**config.mk**
```make
export PLATFORM = sky130hd
export DESIGN_NAME = pc_predict_bht
export DESIGN_NICKNAME = d
export VERILOG_FILES = /design/src/rtl/pc_predict_bht.sv
export SDC_FILE = /design/constraint.sdc
export NUM_CORES = 1
export LEC_CHECK = 0
export ABC_AREA = 1
export BUFFER_PORTS_ARGS = -buffer_cell sky130_fd_sc_hd__buf_2
export CORE_AREA = 10 10 123 125
export DETAILED_ROUTE_END_ITERATION = 6
export DIE_AREA = 0 0 133 135
export MAX_ROUTING_LAYER = met4
export PLACE_DENSITY = 0.73
export SETUP_SLACK_MARGIN = 0.1
export SLEW_MARGIN = 30
export SYNTH_ARGS = -nofsm -noshare
export SYNTH_HDL_FRONTEND = slang
export SYNTH_SLANG_ARGS = --single-unit
```
**constraint.sdc**
```tcl
create_clock -name clk -period 3.63 [get_ports clk]
set_input_delay 0 -clock clk [delete_from_list [all_inputs] [get_ports clk]]
set_output_delay 0 -clock clk [all_outputs]
set_load 0.02 [all_outputs]
```
**src/rtl/pc_predict_bht.sv**
```systemverilog
// pc_predict_bht: fetch-stage next-PC predictor.
// Conditional jumps consult a direct-mapped table of 2-bit saturating
// counters indexed by the low PC bits and trained from execute.
// Define PC_PREDICT_RAS_EN to build the return-address stack for ret;
// without it ret falls through to f_valP and the pipeline's ret stall
// supplies the real target.
module pc_predict_bht #(
  parameter int IDX_BITS  = 4,
  parameter int RAS_DEPTH = 8
) (
  input  logic        clk,
  input  logic        rst_n,
  input  logic        f_stall,
  input  logic [3:0]  f_icode,
  input  logic [3:0]  f_ifun,
  input  logic [63:0] f_pc,
  input  logic [63:0] f_valC,
  input  logic [63:0] f_valP,
  input  logic        e_upd,
  input  logic [63:0] e_pc,
  input  logic        e_Cnd,
  output logic [63:0] predPC,
  output logic        f_pred_taken
);

  localparam int NENT = 1 << IDX_BITS;

  localparam logic [3:0] I_JXX  = 4'h7;
  localparam logic [3:0] I_CALL = 4'h8;
  localparam logic [3:0] I_RET  = 4'h9;

  // Untagged: PCs that share low bits share a counter.
  logic [1:0] bht [NENT];
  logic [1:0] ctr;

  assign ctr = bht[f_pc[IDX_BITS-1:0]];

  for (genvar i = 0; i < NENT; i++) begin : g_bht
    // Per-entry counter: up on taken, down on not-taken, both saturating.
    // Resets to weakly taken so a cold table behaves like always-taken.
    always_ff @(posedge clk or negedge rst_n) begin
      if (!rst_n) begin
        bht[i] <= 2'b10;
      end else if (e_upd && (e_pc[IDX_BITS-1:0] == IDX_BITS'(i))) begin
        if (e_Cnd && (bht[i] != 2'b11))
          bht[i] <= bht[i] + 2'b01;
        else if (!e_Cnd && (bht[i] != 2'b00))
          bht[i] <= bht[i] - 2'b01;
      end
    end
  end

`ifdef PC_PREDICT_RAS_EN
  localparam int PW = $clog2(RAS_DEPTH);
  localparam logic [PW:0] FULL = (PW+1)'(RAS_DEPTH);

  // tos points at the current top entry; cnt is occupancy, saturating at
  // RAS_DEPTH. Once full, a push wraps over the oldest entry.
  logic [63:0]   ras [RAS_DEPTH];
  logic [PW-1:0] tos;
  logic [PW-1:0] tos_nxt;
  logic [PW:0]   cnt;
  logic          ras_hit;
  logic          do_push;
  logic          do_pop;

  assign tos_nxt = tos + PW'(1);
  assign ras_hit = (cnt != '0);
  // Only the unstalled cycle of a call/ret moves the stack, so a held
  // instruction acts exactly once.
  assign do_push = !f_stall && (f_icode == I_CALL);
  assign do_pop  = !f_stall && (f_icode == I_RET) && ras_hit;

  // Stack pointer and occupancy; underflowing ret leaves both untouched.
  always_ff @(posedge clk or negedge rst_n) begin
    if (!rst_n) begin
      tos <= '0;
      cnt <= '0;
    end else if (do_push) begin
      tos <= tos_nxt;
      if (cnt != FULL) cnt <= cnt + 1'b1;
    end else if (do_pop) begin
      tos <= tos - PW'(1);
      cnt <= cnt - 1'b1;
    end
  end

  // Return-address storage; contents are meaningless until pushed.
  always_ff @(posedge clk) begin
    if (do_push) ras[tos_nxt] <= f_valP;
  end
`endif

  // Next-PC select; the counter is read before any same-cycle training.
  always_comb begin
    predPC       = f_valP;
    f_pred_taken = 1'b0;
    case (f_icode)
      I_JXX: begin
        if ((f_ifun == 4'h0) || ctr[1]) begin
          predPC       = f_valC;
          f_pred_taken = 1'b1;
        end
      end
      I_CALL: begin
        predPC       = f_valC;
        f_pred_taken = 1'b1;
      end
      I_RET: begin
`ifdef PC_PREDICT_RAS_EN
        if (ras_hit) begin
          predPC       = ras[tos];
          f_pred_taken = 1'b1;
        end
`endif
      end
      default: ;
    endcase
  end

  // Upper PC bits do not take part in indexing.
  logic unused_ok;
  assign unused_ok = ^{f_pc[63:IDX_BITS], e_pc[63:IDX_BITS], f_stall, ctr[0]};

endmodule

```
After elaboration in Yosys (flattened, before gate mapping)

Cells that the tools add are included.

Register bits: 32
Output and inout bits: 65
Logic and storage cells: 222

Add/subtract/negate cells: 32
$lt $le $gt $ge: 1
Eq/ne operators: 33
Mux-type cells: 39
Bitwise logic cells: 1
Reduce and logical (&&, ||, !) cells: 100

Operator list:

| cell                                                                | count |
|---|---|
| 64-bit case mux with 2 select lines                                 | 1 |
| 2-bit 2-to-1 mux                                                    | 34 |
| 64-bit 2-to-1 mux                                                   | 1 |
| 2-bit nonzero test                                                  | 32 |
| 1-bit logical AND                                                   | 48 |
| 4-bit == test (second input constant)                               | 9 |
| 2-bit by 1-bit adder with 2-bit output (second input constant)      | 16 |
| 2-bit != test (second input constant)                               | 16 |
| 2-bit AND reduction                                                 | 16 |
| 2-bit by 1-bit subtractor with 2-bit output (second input constant) | 16 |
| 4-bit by 3-bit == test with 1-bit output (second input constant)    | 5 |
| 2-bit binary-select mux with 4-bit select                           | 1 |
| 4-bit by 2-bit == test with 1-bit output (second input constant)    | 2 |
| 4-bit logical NOT                                                   | 2 |
| 5-bit greater-or-equal comparator (second input constant)           | 1 |
| 4-bit NOT with 5-bit output                                         | 1 |
| 4-bit by 1-bit == test with 1-bit output (second input constant)    | 1 |
| 1-bit case mux with 2 select lines                                  | 1 |
| 1-bit logical NOT                                                   | 1 |
| 1-bit logical OR                                                    | 1 |
| 1-bit 2-to-1 mux                                                    | 1 |

Longest topological paths before layout

Gate-level depths: netlist of run 1.

Word-level depth: 7
Depth in mapped cells: 12

Least setup slack after synthesis of run 1

Ideal clock, no wire load.

Path kind: register to output
Start: register bht[11] in the netlist's numbering
End: output port predPC[14]
Arrival time: 1490 ps
Required time: 3630 ps
Path slack: 2140 ps
Cell stages (with the launch flop): 11
Buffers on the path: 2
Path through: dfstp_2 -> inv_1 -> o21ai_1 -> nand2_1 -> nand3_1 -> nand3_2 -> buf_6 -> buf_4 -> nand4_1 -> nand3_1 -> nand2_1

Word-level cells in the longest chain between the ends: 6

Ends and longest elaborated chain:

| what                                                 | RTL line | RTL |
|---|---|---|
| from (decl)                                          | 33       | `logic [1:0] bht [NENT];` |
| from (signal, indexed assignment)                    | 46       | `bht[i] <= bht[i] + 2'b01;` |
| from (signal, indexed assignment)                    | 48       | `bht[i] <= bht[i] - 2'b01;` |
| 2-bit binary-select mux with 4-bit select            | 36       | `assign ctr = bht[f_pc[IDX_BITS-1:0]];` |
| 2-bit 2-to-1 mux (not written as such) (2 in series) | 36       |  |
| 1-bit logical OR                                     | 100      | `if ((f_ifun == 4'h0) \|\| ctr[1]) begin` |
| 64-bit 2-to-1 mux                                    | 100      |  |
| 64-bit case mux with 2 select lines                  | 98       | `case (f_icode)` |
| to (decl)                                            | 22       | `output logic [63:0] predPC,` |

No other way between the ends. The select of a mux whose other input is x is not followed.

Worst setup path in the final report of run 1

Start: register bht[5] in the netlist's numbering
End: output port predPC[53]

The elaborated chain is that of the path after synthesis.

==> results.py, run 1 <==
metrics = {
    "finish": {
        "antenna_cells": 0,
        "largest_reg_flops": 32,
        "regMostFlops": "bht",
        "drive_above_1_share_pct": 29.00,
        "fin_area_mm2": 0.005766,
        "largestRegisters": "bht: 32 flops",
        "final_common_cell": "inv_1",
        "num-nets-final": 1261,
        "layout_common_cells": "inv_1 (238), buf_2 (212), nand2_1 (126)",
        "syn_to_final_growth_pct": 23.74,
    },
    "setup_path": {
        "crit_path_start_kind": "flop",
        "critical_path.slowest_cell": "nand3_4",
        "crit_top_cell": "nand3_1",
        "critical_path_depth": 11,
        "crit_required_ns": 3.63,
        "path_cells": "inv_1 -> nand2_1 -> nand3_1 -> nand3_1 -> nand3_2 -> nand3_4 -> buf_4 -> nand2_2 -> nand3_1 -> nand2_1 -> buf_2",
        "crit_path_end_kind": "output pin",
        "crit_fanout": 43,
        "worstReg2RegStart": "bht[15]",
        "cp_num_buf_inv": 3,
        "r2r-end": "bht[14]",
        "rrSetupSlack_ns": 2.47,
        "crit_type": "flop to output pin",
        "cp.arrival_ns": 2.50,
        "r2r.worst_path.cells": 3,
        "cp_top_family": "simple AND/OR/NAND/NOR gates",
        "startpoint": "bht[5]",
        "endpoint": "predPC[53]",
        "slowest_delay_ns": 0.50,
    },
    "synthesis": {
        "ys_warn_count": 0,
        "seq_area_frac_synth_pct": 17.62,
        "netlist_area_mm2": 0.004659,
        "ys_types": 26,
        "ys_ff_latch": 32,
        "syn_area_per_cell_um2": 5.703,
        "syn_nets": 1086,
        "synth_cells": 817,
    },
    "clock_tree": {
        "numCtsBuffers": 5,
        "clockRootBuffer": "clkbuf_16",
        "post_cts_buffers": 0,
        "clock-sinks": 32,
        "clk_latency_ns": 0.28,
        "clockBufferDepth": 2,
        "cts_tree": "built",
        "cts.clk_slew.worst_paths_ns": 0.05,
        "cts_max_level": 2,
    },
    "floorplanning": {
        "core_area_mm2": 0.01257,
        "die-width_um": 133,
        "ios": 334,
        "start_util_pct": 37.07,
        "dieArea_mm2": 0.01796,
        "die_h_um": 135,
        "rows": 41,
    },
    "place": {
        "port_buffers": 212,
        "dp_slack_ns": 1.394,
        "hpwl_mm": 12.52,
        "placed_area_mm2": 0.005618,
        "globalplace.congestion": 0.8404,
    },
    "routing": {
        "drt_iter0_drc": 637,
        "drt-total-wl_mm": 17.20,
        "vias": 5873,
        "drc": 0,
        "ant_nets": 0,
        "viasPerCell": 5.041,
        "wl_per_cell_um": 14.77,
        "firstDrtPassIters": 5,
    },
    "timing": {
        "whs_ns": 0.1041,
        "fin_skew_ns": 0.007742,
        "timing.fmax_mhz": 400.6,
        "period_minus_slack_ns": 2.496,
        "rsz0062_at_grt": "false",
        "maxSlewViolCount": 0,
        "tns_ns": 0,
        "fin_crit_sh_pct": 68.77,
        "setup_viol": 0,
        "relSlewSlack_pct": 48.92,
        "hold_violations": 0,
        "worst_pin_slew_ns": 0.7662,
        "setup_slack_ns": 1.134,
    },
    "power_and_ir_drop": {
        "power.leakage_nw": 3.434,
        "cellPowerDensity_mw_per_mm2": 318.3,
        "finalPower_mw": 1.835,
        "ir_drop_mv": 0.3994,
    },
    "grt": {
        "grt_antenna_before_repair": 0,
        "overflow": 0,
        "grt_pass1_vias": 5497,
        "grt_pass1_wl_mm": 27.64,
        "grt_max_degree": 66,
        "grt_usage_pct": 18.52,
    },
    "outcome": {
        "outcome": "completed",
    },
    "worst_hold_path": {
        "hp-class": "input port to flop",
    },
    "flow_run": {
        "cap_violations": 0,
    },
}
## per-stage QoR
| step | instances | utilization (%) |
|---|---|---|
| floorplan | 817 | - |
| global placement | 1156 | 44.70 |
| detailed placement | 1156 | 44.70 |
| CTS | 1165 | 45.87 |
| global route | 1165 | 45.87 |
| finish | 1165 | 45.87 |
## routing by layer
metal	track usage, %	vias to the layer above	part of all wire (%)
li1	-	2971	-
met5	-	-	0
met4	3.851	0	1.3
met1	23.16	2647	43
met3	3.116	18	7.7
met2	30.80	237	48
## timing repair
action	in CTS	in global routing
endpoints found under the hold margin	16	0
hold buffers	1	0
resized for setup	0	0
## worst register-to-register path, cell delays in order (launching register included)
cell and delay, ns:
dfstp_2 0.54, inv_1 0.06, maj3_1 0.33, o21ai_0 0.15
## cell type report
cell class | instances | area [um2]
multi-input cells | 493 | 2564
repair buffers | 221 | 1131
clock inverters | 1 | 5.005
well taps | 172 | 215.2
inverters | 239 | 897.1
flip-flops and latches | 32 | 820.8
fillers | 1314 | 6803
clock buffers | 7 | 132.6
## how the worst min path moves through the flow
stage	startpoint	endpoint	slack, ns	cells after the start
finish	e_pc[3]	bht[23]	0.10	4
global route	e_pc[1]	bht[25]	0.13	3
CTS	e_pc[3]	bht[23]	0.1	4
detailed placement	rst_n	bht[24]	0.09	1
global placement	rst_n	bht[24]	0.09	1
floorplan	rst_n	bht[0]	-0.30	0
## cells by family after synthesis
group,synth area share (%)
fa+ha+maj,0.2148
compound gates,18.58
buf+inv,27.52
simple gates,36.06
flops,17.62
## report_power, final
part / total, mW / switching (mW) / internal (mW)
registers: 0.581 / 0.0818 / 0.499
clock network: 0.398 / 0.145 / 0.253
logic: 0.857 / 0.549 / 0.308
total: 1.84 / 0.776 / 1.06
## cell usage after synthesis (all sizes together)
cell type / instances / area share [%]
nor3: 6 / 0.64
o22ai: 68 / 9.1
buf: 31 / 6.5
maj3: 1 / 0.21
o2bb2ai: 2 / 0.38
nand2: 167 / 15
dfrtp: 16 / 8.6
nand4: 65 / 8.7
clkbuf: 22 / 1.8
nor2: 29 / 2.3
nand3: 77 / 8.9
o21ai: 55 / 5.9
o211ai: 8 / 1.3
o31ai: 1 / 0.16
a211oi: 4 / 0.64
dfstp: 16 / 9.0
inv: 239 / 19
a21oi: 10 / 1.1
No activity file was read; power rests on OpenSTA's default activity.
==> inputs of run 2 (changes only) <==
==> constraint.sdc (replaced) <==
create_clock -name clk -period 2.4 [get_ports clk]
set_input_delay 0 -clock clk [delete_from_list [all_inputs] [get_ports clk]]
set_output_delay 0 -clock clk [all_outputs]
set_load 0.02 [all_outputs]
==> results.py, run 2 (same netlist as run 1, synthesis figures left out) <==
metrics = {
    "outcome": {
        "outcome": "completed",
    },
    "routing": {
        "ant_nets": 0,
        "drt_iter0_drc": 463,
        "wl_per_cell_um": 14.70,
        "drc": 0,
        "viasPerCell": 4.966,
        "vias": 5820,
        "firstDrtPassIters": 5,
        "drt-total-wl_mm": 17.23,
    },
    "floorplanning": {
        "dieArea_mm2": 0.01796,
        "rows": 41,
        "die_h_um": 135,
        "start_util_pct": 37.07,
        "core_area_mm2": 0.01257,
        "die-width_um": 133,
        "ios": 334,
    },
    "timing": {
        "tns_ns": 0,
        "relSlewSlack_pct": 50.15,
        "hold_violations": 0,
        "fin_skew_ns": 0.002134,
        "period_minus_slack_ns": 2.129,
        "fin_crit_sh_pct": 88.71,
        "rsz0062_at_grt": "true",
        "maxSlewViolCount": 0,
        "setup_viol": 0,
        "worst_pin_slew_ns": 0.7478,
        "timing.fmax_mhz": 469.7,
        "setup_slack_ns": 0.2710,
    },
    "setup_path": {
        "critical_path.slowest_cell": "dfstp_2",
        "r2r.worst_path.cells": 3,
        "critical_path_depth": 11,
        "crit_fanout": 32,
        "rrSetupSlack_ns": 1.20,
        "crit_required_ns": 2.40,
        "r2r-end": "bht[14]",
        "cp.arrival_ns": 2.13,
        "startpoint": "bht[19]",
        "slowest_delay_ns": 0.53,
        "endpoint": "predPC[4]",
        "crit_path_start_kind": "flop",
        "crit_type": "flop to output pin",
        "cp_top_family": "buffers and inverters",
        "worstReg2RegStart": "bht[15]",
        "path_cells": "inv_1 -> o21ai_1 -> nand2_1 -> nand3_2 -> nand3_2 -> buf_8 -> buf_4 -> nand4_1 -> nand3_1 -> nand2_1 -> buf_2",
        "crit_path_end_kind": "output pin",
        "cp_num_buf_inv": 4,
    },
    "place": {
        "globalplace.congestion": 0.8795,
        "port_buffers": 212,
        "dp_slack_ns": 0.4937,
        "hpwl_mm": 13.02,
    },
    "grt": {
        "overflow": 0,
        "grt_max_degree": 66,
        "grt_usage_pct": 18.34,
        "grt_antenna_before_repair": 1,
        "grt_pass1_vias": 5439,
        "grt_pass1_wl_mm": 27.43,
    },
    "clock_tree": {
        "numCtsBuffers": 5,
        "cts_tree": "built",
        "cts.clk_slew.worst_paths_ns": 0.05,
        "clk_latency_ns": 0.28,
        "cts_max_level": 2,
        "clockBufferDepth": 2,
        "clockRootBuffer": "clkbuf_16",
        "clock-sinks": 32,
    },
    "finish": {
        "drive_above_1_share_pct": 29.53,
        "syn_to_final_growth_pct": 26.75,
        "layout_common_cells": "inv_1 (238), buf_2 (212), nand2_1 (126)",
        "largestRegisters": "bht: 32 flops",
        "num-nets-final": 1267,
        "final_common_cell": "inv_1",
        "largest_reg_flops": 32,
        "regMostFlops": "bht",
        "fillers": 1294,
        "final_util_pct": 46.99,
    },
    "worst_hold_path": {
        "worstHoldPathCells": 4,
        "hp-class": "input port to flop",
    },
    "flow_run": {
        "cap_violations": 0,
    },
    "power_and_ir_drop": {
        "finalPower_mw": 2.881,
        "power.leakage_nw": 3.497,
        "ir_drop_mv": 0.4397,
        "cellPowerDensity_mw_per_mm2": 487.8,
    },
}
## run 2: cell types whose count changed in the layout (fill, tap and decap cells not counted), sizes merged
cell	before	now
diode	0	1
clkbuf	7	8
clkinv	1	0
buf	220	226
## run 2: repair_timing
item	in CTS	in global routing
endpoints found under the hold margin	16	0
hold buffers	1	0
gates resized for setup	0	3
setup buffers	0	2
endpoints found under the setup margin	0	17
## run 2: where the power goes
part	internal, mW	switching (mW)
combinational	0.499	0.833
clock	0.441	0.224
sequential	0.755	0.128
## run 2: worst min-delay path by stage
| stage | startpoint | endpoint | slack (ns) |
|---|---|---|---|
| after floorplan | rst_n | bht[0] | -0.30 |
| after global placement | rst_n | bht[24] | 0.1 |
| after detailed placement | rst_n | bht[24] | 0.09 |
| after CTS | e_pc[2] | bht[15] | 0.11 |
| after global routing | e_pc[1] | bht[24] | 0.14 |
| final | e_pc[2] | bht[15] | 0.11 |
## run 2: metrics by stage
stage | hold WS [ns] | std cells | cell area [um2]
after floorplan | -0.2956 | 817 | 4659
after global placement | 0.09654 | 1160 | 5710
after detailed placement | 0.09217 | 1160 | 5710
after CTS | 0.1091 | 1169 | 5877
after global routing | 0.1357 | 1172 | 5906
final | 0.1078 | 1172 | 5906
## run 2: area by class of cell
type | instances | area [um2] | area share, %
diodes | 1 | 2.502 | 0.04237
clock buffers | 8 | 156.4 | 2.648
inverters | 239 | 897.1 | 15.19
multi-input cells | 493 | 2564 | 43.41
flip-flops and latches | 32 | 820.8 | 13.90
well taps | 172 | 215.2 | 3.644
repair buffers | 227 | 1250 | 21.17
## run 2: worst reg2reg max path, cell delays in order (launching register included)
cell	delay (ns)
dfstp_2	0.54
inv_1	0.05
maj3_1	0.33
o21ai_0	0.19
## run 2: routing by layer
metal	vias to the layer above	wire length, um	share of wire (%)	GRT usage [%]
met5	-	0	0	-
met4	0	265	1.5	3.484
met3	19	1233	7.2	3.079
met2	208	8232	48	30.41
met1	2608	7497	44	23.13
li1	2985	-	-	-
